===== src/rtl/controlador_ascensor.sv =====
// SCAN-style motion controller for the 4-floor car: idles, travels floor by floor,
// and holds the door open while emitting the clear mask for the request registrador.
module controlador_ascensor #(
   parameter int T_VIAJE  = 8,
   parameter int T_PUERTA = 5
) (
   input  logic       clk,
   input  logic       reset,
   input  logic [9:0] pedidos,
   output logic [9:0] atendidos,
   output logic [1:0] piso,
   output logic       subiendo,
   output logic       motor_on,
   output logic       puerta_abierta
);

   localparam int T_MAX = (T_VIAJE > T_PUERTA) ? T_VIAJE : T_PUERTA;
   localparam int TW    = $clog2(T_MAX + 1);

   typedef enum logic [1:0] {REPOSO, MOVIENDO, PUERTA} estado_t;

   estado_t       estado;
   logic [TW-1:0] timer;

   function automatic logic [9:0] up_hall(input logic [1:0] f);
      case (f)
         2'd0:    return 10'b00_0000_0001;
         2'd1:    return 10'b00_0000_0100;
         2'd2:    return 10'b00_0001_0000;
         default: return 10'b00_0000_0000;
      endcase
   endfunction

   function automatic logic [9:0] down_hall(input logic [1:0] f);
      case (f)
         2'd1:    return 10'b00_0000_0010;
         2'd2:    return 10'b00_0000_1000;
         2'd3:    return 10'b00_0010_0000;
         default: return 10'b00_0000_0000;
      endcase
   endfunction

   function automatic logic [9:0] cabin(input logic [1:0] f);
      return 10'b00_0100_0000 << f;
   endfunction

   function automatic logic [9:0] floor_mask(input logic [1:0] f);
      return up_hall(f) | down_hall(f) | cabin(f);
   endfunction

   function automatic logic [9:0] mask_above(input logic [1:0] f);
      logic [9:0] m;
      m = '0;
      for (int g = 0; g < 4; g++)
         if (g > int'(f)) m = m | floor_mask(2'(g));
      return m;
   endfunction

   function automatic logic [9:0] mask_below(input logic [1:0] f);
      logic [9:0] m;
      m = '0;
      for (int g = 0; g < 4; g++)
         if (g < int'(f)) m = m | floor_mask(2'(g));
      return m;
   endfunction

   logic [1:0] next_piso;
   logic       here_req;
   logic       same_here;
   logic       ahead_cur;
   logic       behind_cur;
   logic [1:0] stop_floor;
   logic       stop_dir;
   logic       stop_ahead;
   logic       stop_same;
   logic [9:0] stop_mask;
   logic       stop_sub;

   // The "stop" terms describe the floor where the door would open: the current floor
   // when idle, or the floor being reached when travelling.
   always_comb begin
      next_piso = piso;
      if (subiendo && piso != 2'd3)
         next_piso = piso + 2'd1;
      else if (!subiendo && piso != 2'd0)
         next_piso = piso - 2'd1;

      here_req   = |(pedidos & floor_mask(piso));
      same_here  = subiendo ? |(pedidos & (up_hall(piso) | cabin(piso)))
                            : |(pedidos & (down_hall(piso) | cabin(piso)));
      ahead_cur  = subiendo ? |(pedidos & mask_above(piso)) : |(pedidos & mask_below(piso));
      behind_cur = subiendo ? |(pedidos & mask_below(piso)) : |(pedidos & mask_above(piso));

      stop_floor = (estado == MOVIENDO) ? next_piso : piso;
      stop_dir   = (estado == MOVIENDO) ? subiendo : (same_here ? subiendo : ~subiendo);
      stop_ahead = stop_dir ? |(pedidos & mask_above(stop_floor))
                            : |(pedidos & mask_below(stop_floor));
      stop_same  = stop_dir ? |(pedidos & (up_hall(stop_floor) | cabin(stop_floor)))
                            : |(pedidos & (down_hall(stop_floor) | cabin(stop_floor)));

      stop_mask = cabin(stop_floor) | (stop_dir ? up_hall(stop_floor) : down_hall(stop_floor));
      if (!stop_ahead)
         stop_mask = stop_mask | (pedidos & (stop_dir ? down_hall(stop_floor) : up_hall(stop_floor)));
      stop_sub = stop_ahead ? stop_dir : ~stop_dir;
   end

   // Single state register; atendidos is a held mask for the whole door period so a
   // fresh matching press is cleared immediately without touching the door timer.
   always_ff @(posedge clk or posedge reset) begin
      if (reset) begin
         estado         <= REPOSO;
         piso           <= 2'd0;
         subiendo       <= 1'b1;
         motor_on       <= 1'b0;
         puerta_abierta <= 1'b0;
         atendidos      <= '0;
         timer          <= '0;
      end else begin
         case (estado)
            REPOSO: begin
               timer <= '0;
               if (here_req) begin
                  estado         <= PUERTA;
                  puerta_abierta <= 1'b1;
                  atendidos      <= stop_mask;
                  subiendo       <= stop_sub;
               end else if (ahead_cur) begin
                  estado   <= MOVIENDO;
                  motor_on <= 1'b1;
               end else if (behind_cur) begin
                  estado   <= MOVIENDO;
                  motor_on <= 1'b1;
                  subiendo <= ~subiendo;
               end
            end
            MOVIENDO: begin
               if (timer == TW'(T_VIAJE - 1)) begin
                  timer <= '0;
                  piso  <= next_piso;
                  if (stop_same || !stop_ahead) begin
                     estado         <= PUERTA;
                     motor_on       <= 1'b0;
                     puerta_abierta <= 1'b1;
                     atendidos      <= stop_mask;
                     subiendo       <= stop_sub;
                  end
               end else begin
                  timer <= timer + 1'b1;
               end
            end
            PUERTA: begin
               if (timer == TW'(T_PUERTA - 1)) begin
                  timer          <= '0;
                  estado         <= REPOSO;
                  puerta_abierta <= 1'b0;
                  atendidos      <= '0;
               end else begin
                  timer <= timer + 1'b1;
               end
            end
            default: estado <= REPOSO;
         endcase
      end
   end

endmodule

===== config.mk =====
export PLATFORM = sky130hd
export DESIGN_NAME = controlador_ascensor
export DESIGN_NICKNAME = d
export VERILOG_FILES = /design/src/rtl/controlador_ascensor.sv
export SDC_FILE = /design/constraint.sdc
export NUM_CORES = 1
export LEC_CHECK = 0
export CAP_MARGIN = 20
export CORE_ASPECT_RATIO = 1.25
export CORE_MARGIN = 2
export CORE_UTILIZATION = 55
export CTS_BUF_LIST = sky130_fd_sc_hd__clkbuf_8
export CTS_CLUSTER_SIZE = 25
export DETAILED_ROUTE_END_ITERATION = 16
export PLACE_DENSITY_LB_ADDON = 0.2
export SKIP_CTS_REPAIR_TIMING = 1
export SYNTH_ARGS = -nofsm -noshare
export SYNTH_HDL_FRONTEND = slang
export SYNTH_SLANG_ARGS = --single-unit

===== constraint.sdc =====
create_clock -name clk -period 4 [get_ports clk]
set_input_delay 0.6 -clock clk [delete_from_list [all_inputs] [get_ports clk]]
set_output_delay 0.6 -clock clk [all_outputs]
set_load 0.005 [all_outputs]

Yosys cells after proc, flatten, opt, wreduce, memory -nomap -nowiden
Index checks and enable logic that the tools add are counted.

Flip-flop bits (word level): 21. Latch bits: 0. Bits in writable memories: 0. Bits in read-only memories: 0. Input bits: 12. Output and inout bits: 15. Memories: 0.

$add $sub $neg: 3. $mul: 0. Divide/modulo/power cells: 0. Order comparisons: 12. Eq/ne operators: 20. Shift operators: 2. Muxes and demuxes: 88. Bitwise operators: 40. Reductions and logical operators: 25.

Operators by type and width (count): two-way mux 10 bit (41); bitwise OR 10 bit (26); AND 10 bit (10); OR reduction 10 bit (9); two-way mux 9 bit (4); one-hot mux 6 bit (3 select lines) (2); one-hot mux 10 bit (3 select lines) (1); one-hot mux 5 bit (3 select lines) (2); two-way mux 1 bit (22); << shifter 7 x 2 -> 10 bit, first input constant (2); two-way mux 2 bit (9); bitwise OR 9 bit (2); AND reduction 5 bit (3); one-hot mux 4 bit (3 select lines) (1); equality test 2 bit, second input constant (5); inequality test 3 bit, second input constant (3); equality test 4 x 3 -> 1 bit, second input constant (2); > comparator 2 bit, first input constant (4); less-than comparator 1 x 2 -> 1 bit, first input constant (4); two-way mux 4 bit (2); inequality test 2 bit, second input constant (4); equality test 2 x 1 -> 1 bit, second input constant (3); zero test 2 bit (3); one-hot mux 2 bit (3 select lines) (1); other kinds (17) (25).

Longest topological paths before layout
Word-level depth: 24. Depth in mapped cells: 13. Mapped depth without buffers: 10.

Least setup slack after synthesis
OpenSTA, ideal clock, no wires.

Kind: register to register. From: register piso[0]. To: register atendidos[1]. Library setup time: 0.125 ns. Arrival: 2.952 ns. Path slack: 0.922 ns. Cell stages (with the launch flop): 11. Clock period less this slack: 3.078 ns. Cell sequence: dfrtp_1 inv_1 ha_1 a22oi_1 nand2_1 o41ai_2 mux2_4 nor4b_4 nor4b_2 buf_6 mux2_4.

Longest elaborated chain between the ends: 18.

Ends and longest elaborated chain: start: declaration (RTL line 11) `output logic [1:0] piso,`; start signal: assignment (RTL line 139) `piso <= next_piso;`; branches (longest 18 deep; another with subtractor 2 x 1 -> 2 bit); end signal: assignment (RTL line 125) `atendidos <= stop_mask;`; end signal: assignment (RTL line 144) `atendidos <= stop_mask;`; end: declaration (RTL line 10) `output logic [9:0] atendidos,`.

Parallel ways; which one is timed is not known. The select of a mux whose other input is x is not followed. A chain may end at the register's enable or synchronous reset.

Final worst setup path
From: register piso[0]. To: register atendidos[9].

The elaborated chain is that of the path after synthesis.

==> flow_results.xml <==
<?xml version="1.0" encoding="UTF-8"?>
<metrics>
  <group name="clocking">
    <metric name="clock_latency" unit="ns">0.27</metric>
    <metric name="cts.path.max_buffers" unit="">2</metric>
    <metric name="clock_tree.root_cell" unit="">clkbuf_8</metric>
    <metric name="clk_slew_on_worst_s_h_paths" unit="ns">0.08</metric>
    <metric name="tritoncts" unit="">yes</metric>
    <metric name="tritoncts_num_sinks" unit="">21</metric>
    <metric name="cts_buffers" unit="">3</metric>
    <metric name="htree_levels" unit="">1</metric>
  </group>
  <group name="synth">
    <metric name="syn-cell-area" unit="sq um">1680</metric>
    <metric name="synth_cell_types" unit="">46</metric>
    <metric name="synthArstFlopShare" unit="%">100</metric>
    <metric name="top_cell_type_s_share_of_synthesized_area" unit="%">29.8</metric>
    <metric name="syn-mean-instance-area" unit="sq um">8.99</metric>
    <metric name="synth_top_cells_by_area" unit="">dfrtp_1, ha_1, mux2i_1</metric>
    <metric name="yosysSeqAreaShare" unit="%">31.3</metric>
    <metric name="synth_edf_count" unit="">0</metric>
    <metric name="most_common_library_cells_after_synthesis" unit="">dfrtp_1, inv_1, nand2_1</metric>
    <metric name="post_synth_inst_count" unit="">187</metric>
    <metric name="ys_ff_latch" unit="">21</metric>
    <metric name="commonest_register_cell_after_synthesis" unit="">dfrtp_1</metric>
    <metric name="synth_largest_area_cell" unit="">dfrtp_1</metric>
    <metric name="synth.net_count" unit="">211</metric>
    <metric name="post-synth-top-count-cell" unit="">dfrtp_1</metric>
    <metric name="yosysWarningCount" unit="">0</metric>
  </group>
  <group name="routing">
    <metric name="routed_wirelength" unit="mm">4.22</metric>
    <metric name="initial_drt_pass_iterations" unit="">4</metric>
    <metric name="vias_per_cell" unit="">6.02</metric>
    <metric name="wl_per_cell" unit="um">16.8</metric>
    <metric name="via_count" unit="">1510</metric>
    <metric name="drc" unit="">0</metric>
    <metric name="antenna_left" unit="">0</metric>
    <metric name="drt-initial-drc-count" unit="">65</metric>
  </group>
  <group name="layout">
    <metric name="n_antenna_cell" unit="">0</metric>
    <metric name="area_delta_synth_final" unit="%">20.3</metric>
    <metric name="layout-drive-gt1-share" unit="%">12.1</metric>
    <metric name="design.final.nets" unit="">240</metric>
    <metric name="final_util" unit="%">69.3</metric>
  </group>
  <group name="die">
    <metric name="die-width" unit="um">53.5</metric>
    <metric name="start_util" unit="%">57.6</metric>
    <metric name="core.rowCount" unit="">22</metric>
    <metric name="fp.dieArea" unit="sq um">3520</metric>
    <metric name="die_h" unit="um">65.8</metric>
    <metric name="core_region_area" unit="sq um">2920</metric>
    <metric name="io_pins" unit="">27</metric>
  </group>
  <group name="grt">
    <metric name="total_global_routing_overflow" unit="">0</metric>
    <metric name="grt_start_max_net_pins" unit="">22</metric>
    <metric name="globalRouteTotalUtil" unit="%">26.8</metric>
    <metric name="grt_pass1_vias" unit="">1467</metric>
    <metric name="grt_first_pass_wirelength" unit="mm">6.94</metric>
    <metric name="antenna_violations_before_repair" unit="">0</metric>
  </group>
  <group name="min_path">
    <metric name="hp-class" unit="">flip-flop to flip-flop</metric>
  </group>
  <group name="timing">
    <metric name="finalHoldWorstSlack" unit="ns">0.522</metric>
    <metric name="report.final.hold_viol_count" unit="">0</metric>
    <metric name="max_slew.worst_pin.slew" unit="ns">0.900</metric>
    <metric name="grt_setup_unrepaired" unit="">no</metric>
    <metric name="finalSetupViolCount" unit="">0</metric>
    <metric name="maxSlewViolCount" unit="">0</metric>
    <metric name="min_period_over_period" unit="%">87.6</metric>
    <metric name="setup_total_negative_slack" unit="ns">0</metric>
    <metric name="period_minus_slack" unit="ns">3.50</metric>
    <metric name="fin_skew" unit="ns">0.00322</metric>
    <metric name="slew_headroom" unit="%">39.4</metric>
    <metric name="max_freq" unit="GHz">0.286</metric>
    <metric name="setup_slack" unit="ns">0.498</metric>
  </group>
  <group name="worst_setup_path">
    <metric name="crit_path_max_fanout" unit="">11</metric>
    <metric name="worst-endpoint-required" unit="ns">4.16</metric>
    <metric name="end_kind" unit="">flip-flop</metric>
    <metric name="critical-path-max-stage-delay" unit="ns">0.80</metric>
    <metric name="worstSetupPathType" unit="">flip-flop to flip-flop</metric>
    <metric name="regToRegSetupSlack" unit="ns">0.50</metric>
    <metric name="crit_path_top_delay_cell" unit="">o41ai_2</metric>
    <metric name="crit_top_cell" unit="">mux2_4</metric>
    <metric name="cp-start-kind" unit="">flip-flop</metric>
    <metric name="ordered_cell_list_for_the_critical_path" unit="">inv_1 &gt; ha_1 &gt; a22oi_1 &gt; nand2_1 &gt; o41ai_2 &gt; mux2_4 &gt; nor4b_4 &gt; nor4b_2 &gt; buf_4 &gt; mux2_4</metric>
    <metric name="worst_ep_arrival_time" unit="ns">3.66</metric>
  </group>
  <group name="power_and_ir_drop">
    <metric name="powerDensity" unit="nW/um^2">581</metric>
    <metric name="switching_power" unit="W">0.000480</metric>
    <metric name="power.sequential.fraction" unit="%">27.4</metric>
    <metric name="p_int" unit="W">0.000696</metric>
    <metric name="clockPowerShare" unit="%">12.5</metric>
    <metric name="power.share.switching" unit="%">40.8</metric>
    <metric name="power.combinational.fraction" unit="%">60.0</metric>
    <metric name="power.static_leakage" unit="nW">0.893</metric>
    <metric name="power.ir.vdd_worst" unit="V">0.000414</metric>
    <metric name="finalPower" unit="W">0.00118</metric>
  </group>
  <group name="run">
    <metric name="timing.max_cap.violations" unit="">0</metric>
  </group>
  <group name="placement">
    <metric name="place.gp.congestion" unit="">1.05</metric>
    <metric name="numPortBuffers" unit="">26</metric>
    <metric name="dp.final_hpwl" unit="mm">3.23</metric>
    <metric name="preCtsSetupSlack" unit="ns">0.425</metric>
  </group>
  <group name="status">
    <metric name="status" unit="">finished clean</metric>
  </group>
</metrics>
area by class of cell:
type | count | area (sq um)
inverter | 19 | 71.3
multi-input combinational | 141 | 1040
sequential | 21 | 527
tap | 36 | 45.0
clock inverter | 1 | 5.00
timing repair buffer | 30 | 290
fill | 238 | 895
clock buffer | 3 | 41.3
critical path, delay by kind of cell, from the launching register on:
| kind | cells | cell delay [ns] |
|---|---|---|
| AOI/OAI and AO/OA | 2 | 0.99 |
| muxes | 2 | 0.68 |
| DFF | 1 | 0.51 |
| and+or+nand+nor | 3 | 0.49 |
| buffers and inverters | 2 | 0.38 |
| adders and majority gates | 1 | 0.32 |
registers in the layout (all words and copies together), names as in the netlist:
signal / flops
atendidos: 10
timer: 4
estado: 2
piso: 2
motor_on: 1
puerta_abierta: 1
subiendo: 1
routing by layer:
metal	wire length, um	track usage, %	share of wire, %	vias to the layer above
met5	0	0	0	-
met4	85	8.97	2.0	0
met3	185	3.17	4.4	11
met2	2160	46.0	51	45
met1	1790	34.1	42	729
li1	-	-	-	725
final timing paths:
kind / end / startpoint / cells after the start
worst max-delay path: atendidos[9]$_DFFE_PP0P_ / piso[0]$_DFFE_PP0P_ / 10
worst min-delay path: atendidos[7]$_DFFE_PP0P_ / atendidos[7]$_DFFE_PP0P_ / 2
worst max register to register: atendidos[9]$_DFFE_PP0P_ / piso[0]$_DFFE_PP0P_ / 10
worst min register to register: atendidos[7]$_DFFE_PP0P_ / atendidos[7]$_DFFE_PP0P_ / 2
max in group asynchronous: motor_on$_DFFE_PP0P_ / reset / 2
min in group asynchronous: timer[0]$_DFFE_PP0P_ / reset / 2
cell families (layout without fill, tap and decap cells):
family / count (synthesis) / in the layout / synth area share [%]
DFF: 21 / 21 / 31.3
and+or+nand+nor: 56 / 56 / 17.7
buffers and inverters: 25 / 53 / 6.62
xor gates and xnor gates: 1 / 1 / 0.521
AOI/OAI and AO/OA: 53 / 53 / 20.8
adders and majority gates: 12 / 12 / 8.93
muxes: 19 / 19 / 14.1
power groups by stage:
stage | sequential [W] | clock [W] | combinational (W)
5_1_grt | 0.000331 | 0.000156 | 0.000777
6_report | 0.000323 | 0.000147 | 0.000706
2_1_floorplan | 0.000315 | 0 | 0.000514
4_1_cts | 0.000323 | 0.000149 | 0.000707
3_5_place_dp | 0.000325 | 0 | 0.000703
3_3_place_gp | 0.000323 | 0 | 0.000681
stage by stage:
step | std cells | area, sq um
2_1_floorplan | 187 | 1680
3_3_place_gp | 247 | 1980
3_5_place_dp | 247 | 1980
4_1_cts | 251 | 2020
5_1_grt | 251 | 2020
6_report | 251 | 2020
cell usage in the layout (no fill, tap or decap), types with 3 or more instances in the layout:
cell and count:
o21ai_0 12, nor2_1 14, buf_4 4, a21oi_1 13
nor3_1 4, mux2_4 6, o31ai_1 3, clkdlybuf4s50_1 26
inv_1 19, o221ai_1 3, a211oi_1 3, a31oi_1 4
nand2_1 19, clkbuf_8 3, mux2i_1 9, a22oi_1 4
ha_1 12, mux2_2 3, dfrtp_1 20
No activity file was read; power rests on OpenSTA's default activity.
==> patch 1 (same flow settings) <==
The 3 values of `estado_t` get a one-hot encoding in 3 bits.
--- a/src/rtl/controlador_ascensor.sv
+++ b/src/rtl/controlador_ascensor.sv
@@ -19,3 +19,3 @@
 
-   typedef enum logic [1:0] {REPOSO, MOVIENDO, PUERTA} estado_t;
+   typedef enum logic [2:0] {REPOSO = 3'b001, MOVIENDO = 3'b010, PUERTA = 3'b100} estado_t;
 
Function: same outputs for any inputs over 10 cycles, from zero or initial values and one cycle with reset high; not proved beyond that.
==> patch 1 against the original RTL <==
Synthesized area increased by 5.8%; first-iteration DRC count fell by 43%; critical endpoint is now atendidos[4]; wire length up 3.7%; power down 13%; die area increased by 5.4%; setup slack got worse by 150 ps; highest routed layer unchanged; largest power group unchanged; design area grew 4.1%; sequential cell count is 1 higher.
==> patch 1: results (changes against the original RTL) <==
* Clock Power Share at 15.5% (was 12.5%)
* Portion of netlist area occupied by mux cells at 10.8% (was 14.1%)
* Skew final at 2.49 ps (was 3.22 ps)
* Outcome: finished clean (unchanged)
* WP data arrival at 3830 ps (was 3660 ps)
* Peak VDD IR at 0.000279 V (was 0.000414 V)
* DP HPWL at 3440 um (was 3230 um)
* Post-synthesis sequential area ratio at 31.1% (was 31.3%)
* Nets at 253 (was 240)
* Largest net degree at the start of global routing at 23 (was 22)
* Cell internal pwr at 604 uW (was 696 uW)
* Layout filler cell count at 253 (was 238)
* Synth Area in XOR/XNOR at 3.45% (was 0.521%)
* Ant diodes at 0 (unchanged)
* Top Registers: atendidos x10, timer x4, estado x3 (was atendidos x10, timer x4)
* Hold depth at 1 (was 2)
* Reg2Reg Depth at 11 (was 10)
* Post-synth top cells: nand2_1, nor2_1, dfrtp_1 (was dfrtp_1, inv_1, nand2_1)
* Number of global-route vias before repair at 1630 (was 1467)
* Compound-cell area share of the yosys netlist at 22.0% (was 20.8%)
* Synth Area in Adders at 6.19% (was 8.93%)
* PwrDens at 485 nW/um2 (was 581 nW/um2)
* Placer Congestion at 0.932 (was 1.05)
* Seq power at 372 uW (was 323 uW)
* Syn Nets at 229 (was 211)
* Iteration-0 DRC Markers at 37 (was 65)
* CTS root buf: clkbuf_8 (unchanged)
* Ys async rst share at 100% (unchanged)
* Share of cells above drive strength 1 at 10.3% (was 12.1%)
* Routed WL per cell at 16.3 um (was 16.8 um)
* Initial DRT Pass Iterations at 4 (unchanged)
* Netlist cell types at 49 (was 46)
* First-pass GRT wire length at 7310 um (was 6940 um)
* Worst Path Max Fanout at 10 (was 11)
* Largest cells by area after synthesis: dfrtp_1, nand2_1, mux2i_1 (was dfrtp_1, ha_1, mux2i_1)
* Initial antenna violation count at 0 (unchanged)
* CTS clock-pin slew for the worst setup and hold paths at 80 ps (about the same)
* Rel. slew slack at 45.7% (was 39.4%)
* Gr usage total at 26.6% (was 26.8%)
* Drt via density at 6.20 (was 6.02)
* LEAKAGE at 0.902 nW (was 0.893 nW)
* Clk buf depth at 2 (unchanged)
[patch 1: cell types whose count changed after synthesis, moves of 3 or more]
cell and change:
nand2b_1 +3, a21o_1 +4, o21ai_0 -4, mux2_4 -5, mux2i_1 +3, ha_1 -4, nor2_1 +9, o21bai_1 +3
clkbuf_1 +3, nand2_1 +15, inv_1 -9
[patch 1: final timing paths]
check / startpoint / endpoint / slack (ps)
max in group asynchronous: reset / estado[2] / 2700
setup reg to reg: piso[0] / atendidos[4] / 350
min in group asynchronous: reset / timer[3] / 800
setup / recovery: piso[0] / atendidos[4] / 350
hold / removal: puerta_abierta / puerta_abierta / 490
hold reg to reg: puerta_abierta / puerta_abierta / 490
[patch 1: critical path, stage by stage (launching register included)]
cell	delay (ps)
dfrtp_1	610
inv_1	240
ha_1	370
a21o_1	210
mux2i_1	440
nor2_1	110
a211oi_1	470
a2111oi_2	100
a211oi_2	330
a22o_1	240
buf_4	220
mux2i_1	220
[patch 1: per-stage QoR]
stage,setup slack (ps),std cells,cell area (um2),utilization (%),hold slack (ps)
2_1_floorplan,795,209,1780,-,474
5_1_grt,83.3,269,2110,67.2,510
6_report,352,269,2110,67.2,490
4_1_cts,377,269,2110,67.2,491
3_3_place_gp,640,265,2050,65.4,464
3_5_place_dp,394,265,2050,65.4,472
[patch 1: metal layers]
metal  track usage [%]  part of all wire, %  up-vias
met4              10.3                  1.5        0
met5                 0                    0        -
met1              32.8                   40      803
li1                  -                    -      791
met3              3.98                  5.4        8
met2              45.2                   53       65
[patch 1: final cells by class]
class	instances	area, um2	area share [%]
repair buffers	27	268	12.7
clock buffers	4	55.1	2.61
inverters	10	37.5	1.78
flip-flops and latches	22	553	26.2
well taps	37	46.3	2.20
multi-input cells	169	1150	54.5
==> patch 2 (config.mk and constraints unchanged) <==
Without the edit above. The parameter `T_PUERTA` goes from 5 to 6.
--- a/src/rtl/controlador_ascensor.sv
+++ b/src/rtl/controlador_ascensor.sv
@@ -4,3 +4,3 @@
    parameter int T_VIAJE  = 8,
-   parameter int T_PUERTA = 5
+   parameter int T_PUERTA = 6
 ) (
Formal check against the unedited RTL: not equivalent (Yosys sat finds a counterexample within 10 cycles, from zero or initial values and one cycle with reset high).
==> patch 2 against the original RTL <==
Setup slack gained 230 ps; clock skew rose by 3.4 ps; synthesized area decreased by 2.5%; power decreased by 6.3%; combinational power down 9.3%; worst hold slack worse by 5.6 ps; sequential cell count unchanged; design area down 1.9%; core utilization is 0.68 points lower; wire length fell by 4.1%; critical path type unchanged; largest power group unchanged; highest routed layer unchanged.
==> patch 2: results (changes against the original RTL) <==
* CP max-delay cell: dfrtp_1 (was o41ai_2)
* Synth Area in XOR/XNOR at 0.534% (was 0.521%)
* Post-synth top cells: inv_1, dfrtp_1, nor2_1 (was dfrtp_1, inv_1, nand2_1)
* Netlist cell types at 42 (was 46)
* Drt via density at 6.04 (was 6.02)
* WP data arrival at 3430 ps (was 3660 ps)
* Met2 routed WL at 2060 um (was 2160 um)
* LEAKAGE at 0.906 nW (was 0.893 nW)
* Syn Nets at 213 (was 211)
* Ys async rst share at 100% (unchanged)
* Syn Area/Cell at 8.72 um2 (was 8.99 um2)
* Skew final at 6.59 ps (was 3.22 ps)
* Placer Congestion at 0.875 (was 1.05)
* M1 WL at 1750 um (was 1790 um)
* Post-synthesis sequential area ratio at 32.1% (was 31.3%)
* Placed cell area at 1940 um2 (was 1980 um2)
* Compound-cell area share of the yosys netlist at 20.8% (about the same)
* Global Route met3 Usage at 3.23% (was 3.17%)
* Slowest stage delay, CP at 520 ps (was 800 ps)
* Grt met2 use at 45.3% (was 46.0%)
* Number of global-route vias before repair at 1522 (was 1467)
* Share of cells above drive strength 1 at 8.33% (was 12.1%)
* First-pass GRT wire length at 6910 um (was 6940 um)
* Met3 wire len at 158 um (was 185 um)
* Largest net degree at the start of global routing at 22 (unchanged)
* Portion of netlist area occupied by mux cells at 13.4% (was 14.1%)
* Layout filler cell count at 233 (was 238)
* DP HPWL at 3120 um (was 3230 um)
* Pre-CTS worst setup slack at 544 ps (was 425 ps)
* Met1 usage at 33.8% (was 34.1%)
* Outcome: finished clean (unchanged)
* P_sw at 448 uW (was 480 uW)
* Final wirelength at 4050 um (was 4220 um)
* Worst slew pin tran at 835 ps (was 900 ps)
* Iteration-0 DRC Markers at 48 (was 65)
* Peak VDD IR at 0.000381 V (was 0.000414 V)
* Largest cells by area after synthesis: dfrtp_1, ha_1, mux2i_1 (unchanged)
* Nets at 242 (was 240)
* Synth Area in Adders at 9.92% (was 8.93%)
* Non-Filler Instances at 252 (was 251)
* Delay-heaviest family, CP: simple AND/OR/NAND/NOR gates (was compound AO/OA/AOI/OAI gates)
patch 2: final cells by class:
class	instances	share of cell area, %
Timing Repair Buffer	29	14.2
Sequential cell	21	26.5
Inverter	21	3.97
Clock buffer	3	2.08
Multi-Input combinational cell	141	50.6
Tap cell	36	2.27
Clock inverter	1	0.252
patch 2: path summary, 6_finish.rpt:
check | depth (start not counted) | slack [ps] | end
max | 11 | 730 | atendidos[3]
min | 2 | 520 | atendidos[7]
max reg2reg | 11 | 730 | atendidos[3]
min reg2reg | 2 | 520 | atendidos[7]
max in group asynchronous | 2 | 2670 | piso[0]
min in group asynchronous | 2 | 800 | timer[0]
patch 2: power by group through the flow:
stage               Clock [mW]  Sequential (mW)  Combinational, mW
global route             0.157            0.324              0.704
CTS                      0.145            0.318              0.640
finish                   0.144            0.317              0.640
global placement             0            0.315              0.611
detailed placement           0            0.322              0.635
floorplan                    0            0.315              0.452
